File: src/rtl/throttle_sched_if.sv
`default_nettype none
// ============================================================================
//  Module      : throttle_sched_if
//  Description : Bundle of the per-queue request signals and the downstream
//                grant handshake shared by the throttling scheduler and its
//                surroundings.
//                master : traffic side (drives config, requests, grant_ready)
//                slave  : scheduler side (drives req_ready and the grant)
//  Revision    : 1.0 - initial release
// ============================================================================
interface throttle_sched_if #(
    parameter int NUM_Q  = 4,
    parameter int LOG2_Q = 2
);
    logic [NUM_Q*8-1:0] cfg_perc;     // per-queue issue percentage
    logic [NUM_Q-1:0]   req_valid;    // queue has a pending request
    logic [NUM_Q*4-1:0] req_len;      // per-queue request length
    logic [NUM_Q-1:0]   req_ready;    // one-hot pop pulse
    logic               grant_valid;  // grant held toward downstream
    logic [LOG2_Q-1:0]  grant_id;     // queue index of held grant
    logic [3:0]         grant_len;    // length of held grant
    logic               grant_ready;  // downstream accepts grant

    modport master (
        output cfg_perc, req_valid, req_len, grant_ready,
        input  req_ready, grant_valid, grant_id, grant_len
    );

    modport slave (
        input  cfg_perc, req_valid, req_len, grant_ready,
        output req_ready, grant_valid, grant_id, grant_len
    );
endinterface
`default_nettype wire

File: src/rtl/throttle_sched.sv
`default_nettype none
// ============================================================================
//  Module      : throttle_sched
//  Description : Shares one downstream request port between NUM_Q queues.
//                Each queue is rate-limited by a Bresenham-style credit
//                accumulator; eligible queues are picked round-robin and the
//                winner is presented on a registered valid/ready grant port.
//  Ports       : clk   - rising-edge clock
//                reset - asynchronous active-low reset
//                bus   - throttle_sched_if.slave (config, requests, grant)
//  Revision    : 1.0 - initial release
// ============================================================================
module throttle_sched #(
    parameter int NUM_Q  = 4,
    parameter int LOG2_Q = 2,
    parameter int CENTER = 1000,
    parameter int DX     = 100
) (
    input  logic             clk,
    input  logic             reset,
    throttle_sched_if.slave  bus
);

    localparam logic [0:0]      C_IDLE   = 1'b0;
    localparam logic [0:0]      C_HOLD   = 1'b1;
    localparam logic [15:0]     C_CENTER = 16'(CENTER);
    localparam logic [15:0]     C_INIT   = 16'(CENTER - DX);
    localparam logic [7:0]      C_DX8    = 8'(DX);
    localparam logic [20:0]     C_TWO_DX = 21'(2 * DX);
    localparam logic [LOG2_Q:0] C_NQ     = (LOG2_Q + 1)'(NUM_Q);

    logic [0:0]        r_state;
    logic [0:0]        w_state_next;
    logic [LOG2_Q-1:0] r_rr_ptr;
    logic [LOG2_Q-1:0] r_grant_id;
    logic [3:0]        r_grant_len;
    logic [NUM_Q-1:0]  r_req_ready;
    logic [15:0]       r_d      [NUM_Q];
    logic [15:0]       w_d_next [NUM_Q];

    logic [7:0]        w_p       [NUM_Q];
    logic [8:0]        w_two_p   [NUM_Q];
    logic [3:0]        w_len_eff [NUM_Q];
    logic [16:0]       w_acc     [NUM_Q];
    logic [NUM_Q-1:0]  w_elig;

    logic              w_load;
    logic              w_found;
    logic              w_sel;
    logic [LOG2_Q-1:0] w_win;
    logic [LOG2_Q:0]   w_idx;
    logic signed [20:0] w_step;
    logic signed [20:0] w_prod;
    logic signed [20:0] w_sum;
    logic [15:0]       w_debit_d;

    // Per-queue decode: clamped percentage, effective length, eligibility
    // and the saturating credit accrual candidate.
    generate
        for (genvar gi = 0; gi < NUM_Q; gi++) begin : g_queue
            assign w_p[gi]       = (bus.cfg_perc[8*gi +: 8] > C_DX8) ? C_DX8
                                                                     : bus.cfg_perc[8*gi +: 8];
            assign w_two_p[gi]   = {w_p[gi], 1'b0};
            assign w_len_eff[gi] = (bus.req_len[4*gi +: 4] == 4'd0) ? 4'd1
                                                                    : bus.req_len[4*gi +: 4];
            assign w_acc[gi]     = {1'b0, r_d[gi]} + {8'd0, w_two_p[gi]};
            assign w_elig[gi]    = bus.req_valid[gi] && (r_d[gi] > C_CENTER);
        end
    endgenerate

    assign w_load = (r_state == C_IDLE) || bus.grant_ready;

    // Round-robin search starting just above the last winner.
    always_comb begin
        w_found = 1'b0;
        w_win   = '0;
        w_idx   = '0;
        for (int k = 1; k <= NUM_Q; k++) begin
            w_idx = {1'b0, r_rr_ptr} + (LOG2_Q + 1)'(k);
            if (w_idx >= C_NQ) begin
                w_idx = w_idx - C_NQ;
            end
            if (!w_found && w_elig[w_idx[LOG2_Q-1:0]]) begin
                w_found = 1'b1;
                w_win   = w_idx[LOG2_Q-1:0];
            end
        end
    end

    assign w_sel = w_load && w_found;

    // Winner debit: (2p - 2*DX) * len is never positive, but both rails are
    // clamped so the accumulator can never wrap.
    always_comb begin
        w_step    = $signed({12'd0, w_two_p[w_win]}) - $signed(C_TWO_DX);
        w_prod    = w_step * $signed({17'd0, w_len_eff[w_win]});
        w_sum     = $signed({5'd0, r_d[w_win]}) + w_prod;
        w_debit_d = w_sum[15:0];
        if (w_sum < 21'sd0) begin
            w_debit_d = 16'd0;
        end else if (w_sum > 21'sd65535) begin
            w_debit_d = 16'hFFFF;
        end
    end

    always_comb begin
        for (int i = 0; i < NUM_Q; i++) begin
            w_d_next[i] = r_d[i];
            if (w_sel && (LOG2_Q'(i) == w_win)) begin
                w_d_next[i] = w_debit_d;
            end else if (bus.req_valid[i] && !w_elig[i]) begin
                w_d_next[i] = w_acc[i][16] ? 16'hFFFF : w_acc[i][15:0];
            end
        end
    end

    always_comb begin
        w_state_next = r_state;
        case (r_state)
            C_IDLE:  if (w_sel) w_state_next = C_HOLD;
            C_HOLD:  if (bus.grant_ready && !w_sel) w_state_next = C_IDLE;
            default: w_state_next = C_IDLE;
        endcase
    end

    always_ff @(posedge clk or negedge reset) begin
        if (!reset) begin
            r_state     <= C_IDLE;
            r_rr_ptr    <= LOG2_Q'(NUM_Q - 1);
            r_grant_id  <= '0;
            r_grant_len <= '0;
            r_req_ready <= '0;
            for (int i = 0; i < NUM_Q; i++) begin
                r_d[i] <= C_INIT;
            end
        end else begin
            r_state     <= w_state_next;
            r_req_ready <= w_sel ? (NUM_Q'(1) << w_win) : '0;
            if (w_sel) begin
                r_rr_ptr    <= w_win;
                r_grant_id  <= w_win;
                r_grant_len <= w_len_eff[w_win];
            end
            for (int i = 0; i < NUM_Q; i++) begin
                r_d[i] <= w_d_next[i];
            end
        end
    end

    assign bus.grant_valid = (r_state == C_HOLD);
    assign bus.grant_id    = r_grant_id;
    assign bus.grant_len   = r_grant_len;
    assign bus.req_ready   = r_req_ready;

endmodule
`default_nettype wire

File: src/flat_wrapper.sv
// flat-port wrapper written by rule: the top's interface ports become plain ports
module throttle_sched_flat 
#(
    parameter int NUM_Q  = 4,
    parameter int LOG2_Q = 2,
    parameter int CENTER = 1000,
    parameter int DX     = 100
)
  (clk, reset, bus_cfg_perc, bus_req_valid, bus_req_len, bus_grant_ready, bus_req_ready, bus_grant_valid, bus_grant_id, bus_grant_len);
  throttle_sched_if #(.NUM_Q(NUM_Q), .LOG2_Q(LOG2_Q)) bus_i ();
  input  logic clk;
  input  logic reset;
  input wire logic [$bits(bus_i.cfg_perc)-1:0] bus_cfg_perc;
  input wire logic [$bits(bus_i.req_valid)-1:0] bus_req_valid;
  input wire logic [$bits(bus_i.req_len)-1:0] bus_req_len;
  input wire logic [$bits(bus_i.grant_ready)-1:0] bus_grant_ready;
  output wire logic [$bits(bus_i.req_ready)-1:0] bus_req_ready;
  output wire logic [$bits(bus_i.grant_valid)-1:0] bus_grant_valid;
  output wire logic [$bits(bus_i.grant_id)-1:0] bus_grant_id;
  output wire logic [$bits(bus_i.grant_len)-1:0] bus_grant_len;
  assign bus_i.cfg_perc = bus_cfg_perc;
  assign bus_i.req_valid = bus_req_valid;
  assign bus_i.req_len = bus_req_len;
  assign bus_i.grant_ready = bus_grant_ready;
  assign bus_req_ready = bus_i.req_ready;
  assign bus_grant_valid = bus_i.grant_valid;
  assign bus_grant_id = bus_i.grant_id;
  assign bus_grant_len = bus_i.grant_len;
  throttle_sched #(.NUM_Q(NUM_Q), .LOG2_Q(LOG2_Q), .CENTER(CENTER), .DX(DX)) u_core (.clk(clk), .reset(reset), .bus(bus_i));
endmodule
File: config.mk
export PLATFORM = sky130hd
export DESIGN_NAME = throttle_sched_flat
export DESIGN_NICKNAME = d
export VERILOG_FILES = /design/src/rtl/throttle_sched_if.sv /design/src/rtl/throttle_sched.sv /design/src/flat_wrapper.sv
export SDC_FILE = /design/constraint.sdc
export NUM_CORES = 1
export LEC_CHECK = 0
export CORE_UTILIZATION = 55
export DETAILED_ROUTE_END_ITERATION = 12
export GPL_TIMING_DRIVEN = 0
export PLACE_DENSITY_LB_ADDON = 0.15
export SLEW_MARGIN = 10
export SYNTH_ARGS = -nofsm -noshare
export SYNTH_HDL_FRONTEND = slang
export SYNTH_SLANG_ARGS = --single-unit
File: constraint.sdc
create_clock -name clk -period 7.05 [get_ports clk]
set_input_delay 1.7625 -clock clk [delete_from_list [all_inputs] [get_ports clk]]
set_output_delay 1.7625 -clock clk [all_outputs]
set_load 0.01 [all_outputs]
==> results.toml, run 1 <==
[routing]
drt-wirelength-per-cell_um = 21.21
dr.pass1.iters = 5
routed_wl_um = 28260
vias = 8389
final_antenna_net_count = 0
drc_errors = 0
drtIter0Drc = 829
viasPerCell = 6.298

[synthesis]
synth_cells = 1007
syn-cell-area_um2 = 8205
synth_ff_type = "dfrtp_1"
yosysWarnings = 0
ys_ff_latch = 77
async_flop_share = 1.000
syn_area_per_cell_um2 = 8.148
synth-seq-area-share = 0.2376
synth-edff-count = 0
synthDistinctLibCells = 71

[critical_path]
critPathMaxStageDelay_ns = 0.54
critical_path.top_delay_family = "adder cells"
critPathKind = "in2reg"
cp_common_cell = "fa_1"
end_kind = "flop"
crit_slowest_cell = "fa_1"
cp.depth = 28
r2r_cells = 28
worstPathRequired_ns = 7.25
r2r_setup_slack_ns = -0.25
arrival_ns = 7.69
critPathBufInv = 7
worst_setup_path_start_kind = "input port"
cp_max_fo = 6

[global_routing]
grt_start_max_net_pins = 50
grt_use_met1 = 0.4828
grtUsageMet3 = 0.07097
grt_use_total = 0.3740
grt_use_met2 = 0.6112
gr-max-usage-layer = "met2"
globalRouteOverflowTotal = 0
grt_pass1_vias = 8009
grt_antenna_before_repair = 0
grt_pass1_wl_um = 42360

[layout]
nFillCells = 1004
final_area_um2 = 11030
layout-drive-gt1-share = 0.2517
nets = 1308
area_growth_syn_to_layout_pct = 34.45
num_antenna_cells = 0

[sta]
finalSetupViolCount = 64
slew_headroom = 0.2168
max_freq_ghz = 0.1334
post-route-period-util = 1.064
rsz0062_at_grt = "yes"
finClkSkew_ns = 0.009668
worst_slew_pin_slew_ns = 1.166
slew_viol_final = 0
setup_ws_ns = -0.4488
fin_crit_ns = 7.499
final-hold-violation-count = 0

[floorplan]
die_height_um = 124.1
rows = 44
io_pins = 66
fp.coreArea_um2 = 14530
dieWidth_um = 124.1
die-area_um2 = 15410
initial_core_util = 0.5646

[place]
port-buffer-count = 65
placed_area_um2 = 9298
globalplace.congestion = 0.9665
dp_hpwl_um = 20430

[clock_network]
cts_hold_buf = 0
h-tree-depth = 3
cts_tree = "built"
cts_buffers = 9
cts-root-buf = "clkbuf_16"
clk_latency_ns = 0.36
clkSinkCount = 77
cts_buffer_depth = 2
path_clk_slew_ns = 0.06

[run]
drv_cap = 0

[min_path]
whs_path_depth = 1
min_path_type = "reg2reg"

[status]
violations = "setup timing"
status = "finished with violations"
[cell usage after synthesis (all sizes together) (12+ instances only)]
cell    instances  area share
o21a           12       0.011
nand3          26       0.016
nand2         114       0.052
ha             69        0.11
a21o           17       0.016
mux2i          16       0.020
nor2          109       0.050
fa             41        0.10
dfrtp          59        0.18
nand2b         13      0.0099
or2            12      0.0092
inv           118       0.054
clkbuf         13      0.0059
xnor2          16       0.017
mux2           17       0.023
a211oi         39       0.038
dfstp          18       0.058
a21oi          55       0.035
nor3           16       0.010
o22ai          20       0.016
o21ai          56       0.035
buf            13      0.0090
[cell families (layout without fill, tap and decap cells)]
family / after synthesis / count (layout) / share of synthesized area
compound gates: 275 / 275 / 0.2275
simple gates: 337 / 337 / 0.1873
fa+ha+maj: 110 / 110 / 0.2052
buf+inv: 147 / 285 / 0.07030
mux: 33 / 33 / 0.04285
flops: 77 / 77 / 0.2376
xor+xnor: 27 / 27 / 0.02882
other cells: 1 / 4 / 0.0004570
[sequential cells by signal, summed over array words and instances (netlist names)]
register and count:
u_core.bus.grant_id 2, u_core.bus.grant_len 4, u_core.bus.grant_valid 1, u_core.bus.req_ready 4, u_core.r_d 64, u_core.r_rr_ptr 2
[worst reg2reg max path: cells and delay by family (launching register included)]
family | cells | cell delay (ns)
buffers and inverters | 5 | 0.46
AND/OR/NAND/NOR | 9 | 2.39
flip-flops | 1 | 0.58
adder cells (fa/ha/maj) | 5 | 1.84
AO/OA/AOI/OAI | 9 | 1.87
[per-layer routing]
metal,vias up,share of wire
li1,3774,-
met5,-,0
met1,4030,0.40
met4,0,0.056
met3,112,0.088
met2,473,0.46
[what timing repair did]
item	CTS	global route
setup buffers	45	12
gates resized for setup	186	62
endpoints found under the hold margin	0	0
endpoints found under the setup margin	64	64
pin swaps	68	26
[per-stage QoR]
stage / hold slack (ns) / setup TNS (ns) / worst slack (ns) / utilization / instances
floorplan: 0.4708 / -31.01 / -0.5522 / - / 1010
global placement: 0.4758 / -132.15 / -2.594 / 0.6380 / 1259
detailed placement: 0.4794 / -135.15 / -2.633 / 0.6397 / 1260
CTS: 0.4922 / -18.82 / -0.3596 / 0.7375 / 1320
global route: 0.5355 / -32.73 / -0.5796 / 0.7590 / 1332
finish: 0.4894 / -24.91 / -0.4488 / 0.7590 / 1332
[area by class of cell]
cell class | instances | area, µm² | area share
clock buffers | 9 | 225.2 | 0.02042
flip-flops and latches | 77 | 1949 | 0.1767
clock inverters | 7 | 80.08 | 0.007259
plain buffers | 25 | 177.7 | 0.01611
inverters | 121 | 466.7 | 0.04230
repair buffers | 123 | 1204 | 0.1091
multi-input cells | 786 | 6699 | 0.6072
well taps | 184 | 230.2 | 0.02087
[placed cells by master (no fill, tap or decap), types with 31 or more instances in the layout]
cell type	count
clkdlybuf4s50_1	38
nor2_1	101
buf_4	51
dfrtp_1	59
a21oi_1	31
fa_1	41
nand2_1	105
ha_1	58
o21ai_0	38
inv_1	111
[worst paths after layout]
kind | from | to
max | bus_req_valid[2] | u_core.r_d[54]
min reg2reg | u_core.bus.grant_id[0] | u_core.bus.grant_id[0]
min | u_core.bus.grant_id[0] | u_core.bus.grant_id[0]
min in group asynchronous | reset | u_core.r_d[52]
max reg2reg | u_core.r_d[24] | u_core.r_d[54]
max in group asynchronous | reset | u_core.r_d[25]
Power of run 1 is left out: the tool's default activity adds up to more than one toggle a clock period on the data nets, which glitch-free logic cannot reach.
==> run 2: changes to the inputs <==
PLACE_DENSITY_LB_ADDON = 0.05   (was 0.15)
==> results.toml, run 2 (same netlist as run 1, synthesis figures left out) <==
[status]
status = "finished with violations"
violations = "setup timing"

[place]
port-buffer-count = 65
place_ws_ns = -2.691
dp_hpwl_um = 20710
globalplace.congestion = 0.9730

[critical_path]
critPathMaxStageDelay_ns = 0.56
cp_common_cell = "buf_12"
r2r_setup_slack_ns = -0.48
worstPathRequired_ns = 7.28
reg2reg_from = "u_core.r_d[24]"
arrival_ns = 7.96
crit_slowest_cell = "fa_1"
end_kind = "flop"
cp_max_fo = 6
r2r_cells = 31
critPathKind = "in2reg"
worst_setup_path_start_kind = "input port"
r2r-end = "u_core.r_d[6]"

[floorplan]
initial_core_util = 0.5646
fp.coreArea_um2 = 14530
die-area_um2 = 15410
rows = 44
io_pins = 66
dieWidth_um = 124.1
die_height_um = 124.1

[clock_network]
cts_buffers = 9
clkSinkCount = 77
path_clk_slew_ns = 0.06
clk_latency_ns = 0.36
h-tree-depth = 3
cts_tree = "built"
cts_buffer_depth = 2
cts-root-buf = "clkbuf_16"

[layout]
layout-drive-gt1-share = 0.2303
num_antenna_cells = 0
layout.cells.most_common = "inv_1"
nets = 1302
top_register = "u_core.r_d"
final_cell_mix = "110 x inv_1, 106 x nand2_1, 104 x nor2_1"
largest_reg_flops = 64
area_growth_syn_to_layout_pct = 32.01

[sta]
max_freq_ghz = 0.1293
setup_ws_ns = -0.6856
finClkSkew_ns = 0.007767
post-route-period-util = 1.097
fin_crit_ns = 7.736
final-hold-violation-count = 0
rsz0062_at_grt = "yes"
worst_slew_pin_slew_ns = 1.174
slew_headroom = 0.2114
finalSetupViolCount = 64
slew_viol_final = 0

[routing]
met2_length_um = 12670
wl_met1_um = 11470
highest_layer = "met4"
drc_errors = 0
routed_wl_um = 27780
final_antenna_net_count = 0
viasPerCell = 6.265
vias = 8308
dr.pass1.iters = 6
drt-wirelength-per-cell_um = 20.95
drtIter0Drc = 651
wl_met3_um = 2229

[global_routing]
grt_pass1_wl_um = 42080
grt_use_total = 0.3735
grt_start_max_net_pins = 42
grt_pass1_vias = 7736
globalRouteOverflowTotal = 0
grt_antenna_before_repair = 0

[run]
drv_cap = 0

[min_path]
min_path_type = "reg2reg"
min_to = "u_core.bus.grant_id[0]"
whs_path_depth = 1
hp-start = "u_core.bus.grant_id[0]"
[run 2: cell types whose count changed in the layout (fill, tap and decap cells not counted), moves of 4 or more]
cell             before  now
buf_4                51   43
clkdlybuf4s50_1      38   43
dlygate4sd2_1         6    1
ha_4                 10    5
clkbuf_2              7    3
dlymetal6s2s_1       12   16
[run 2: worst max-delay path by stage]
| stage | start | to | slack [ns] |
|---|---|---|---|
| final | bus_req_valid[2] | u_core.r_d[6] | -0.69 |
| after global routing | bus_cfg_perc[19] | u_core.r_d[22] | -0.88 |
| after global placement | bus_req_valid[2] | u_core.r_d[26] | -2.70 |
| after CTS | bus_req_valid[2] | u_core.r_d[43] | -0.56 |
| after floorplan | bus_req_valid[2] | u_core.r_d[0] | -0.55 |
| after detailed placement | bus_req_valid[2] | u_core.r_d[26] | -2.69 |
[run 2: repair_timing]
action / CTS / global route
cloned: 2 / 0
hold buffers: 0 / 0
setup endpoints to repair: 64 / 64
pin swaps: 51 / 51
endpoints found under the hold margin: 0 / 0
gates resized for setup: 148 / 63
setup buffers: 40 / 11
[run 2: critical path, delay by kind of cell]
family                     cells  cell delay, ns
AOI/OAI and AO/OA             10            1.78
adders and majority gates      5            2.04
buffers and inverters          9            0.83
and+or+nand+nor                7            1.56
[run 2: layout make-up]
class / instances / area, µm²
inverters: 121 / 466.7
well taps: 184 / 230.2
repair buffers: 117 / 1181
flip-flops and latches: 77 / 1949
multi-input cells: 786 / 6529
plain buffers: 25 / 168.9
clock inverters: 7 / 81.33
fillers: 1103 / 3702
clock buffers: 9 / 225.2
[run 2: per-stage QoR]
step	utilization	TNS, ns	std cells	hold slack (ns)	area [µm²]
floorplan	-	-31.01	1010	0.4708	8392
global placement	0.6380	-134.90	1259	0.4759	9273
detailed placement	0.6392	-138.66	1260	0.4794	9290
CTS	0.7296	-31.94	1317	0.4929	10600
global route	0.7453	-51.57	1326	0.5304	10830
finish	0.7453	-39.52	1326	0.4881	10830
[run 2: metal layers]
metal,vias to the layer above,track usage
met3,83,0.08471
met4,0,0.1882
met2,375,0.5729
li1,3777,-
met5,-,0
met1,4073,0.4933
Power of run 2 is left out for the same reason.
==> run 3: changes to the inputs <==
HOLD_SLACK_MARGIN = 0.1   (was default)
==> results of run 3 <==
The final DEF is identical to that of run 2; final timing and power are the same.
Power of run 3 is left out for the same reason.
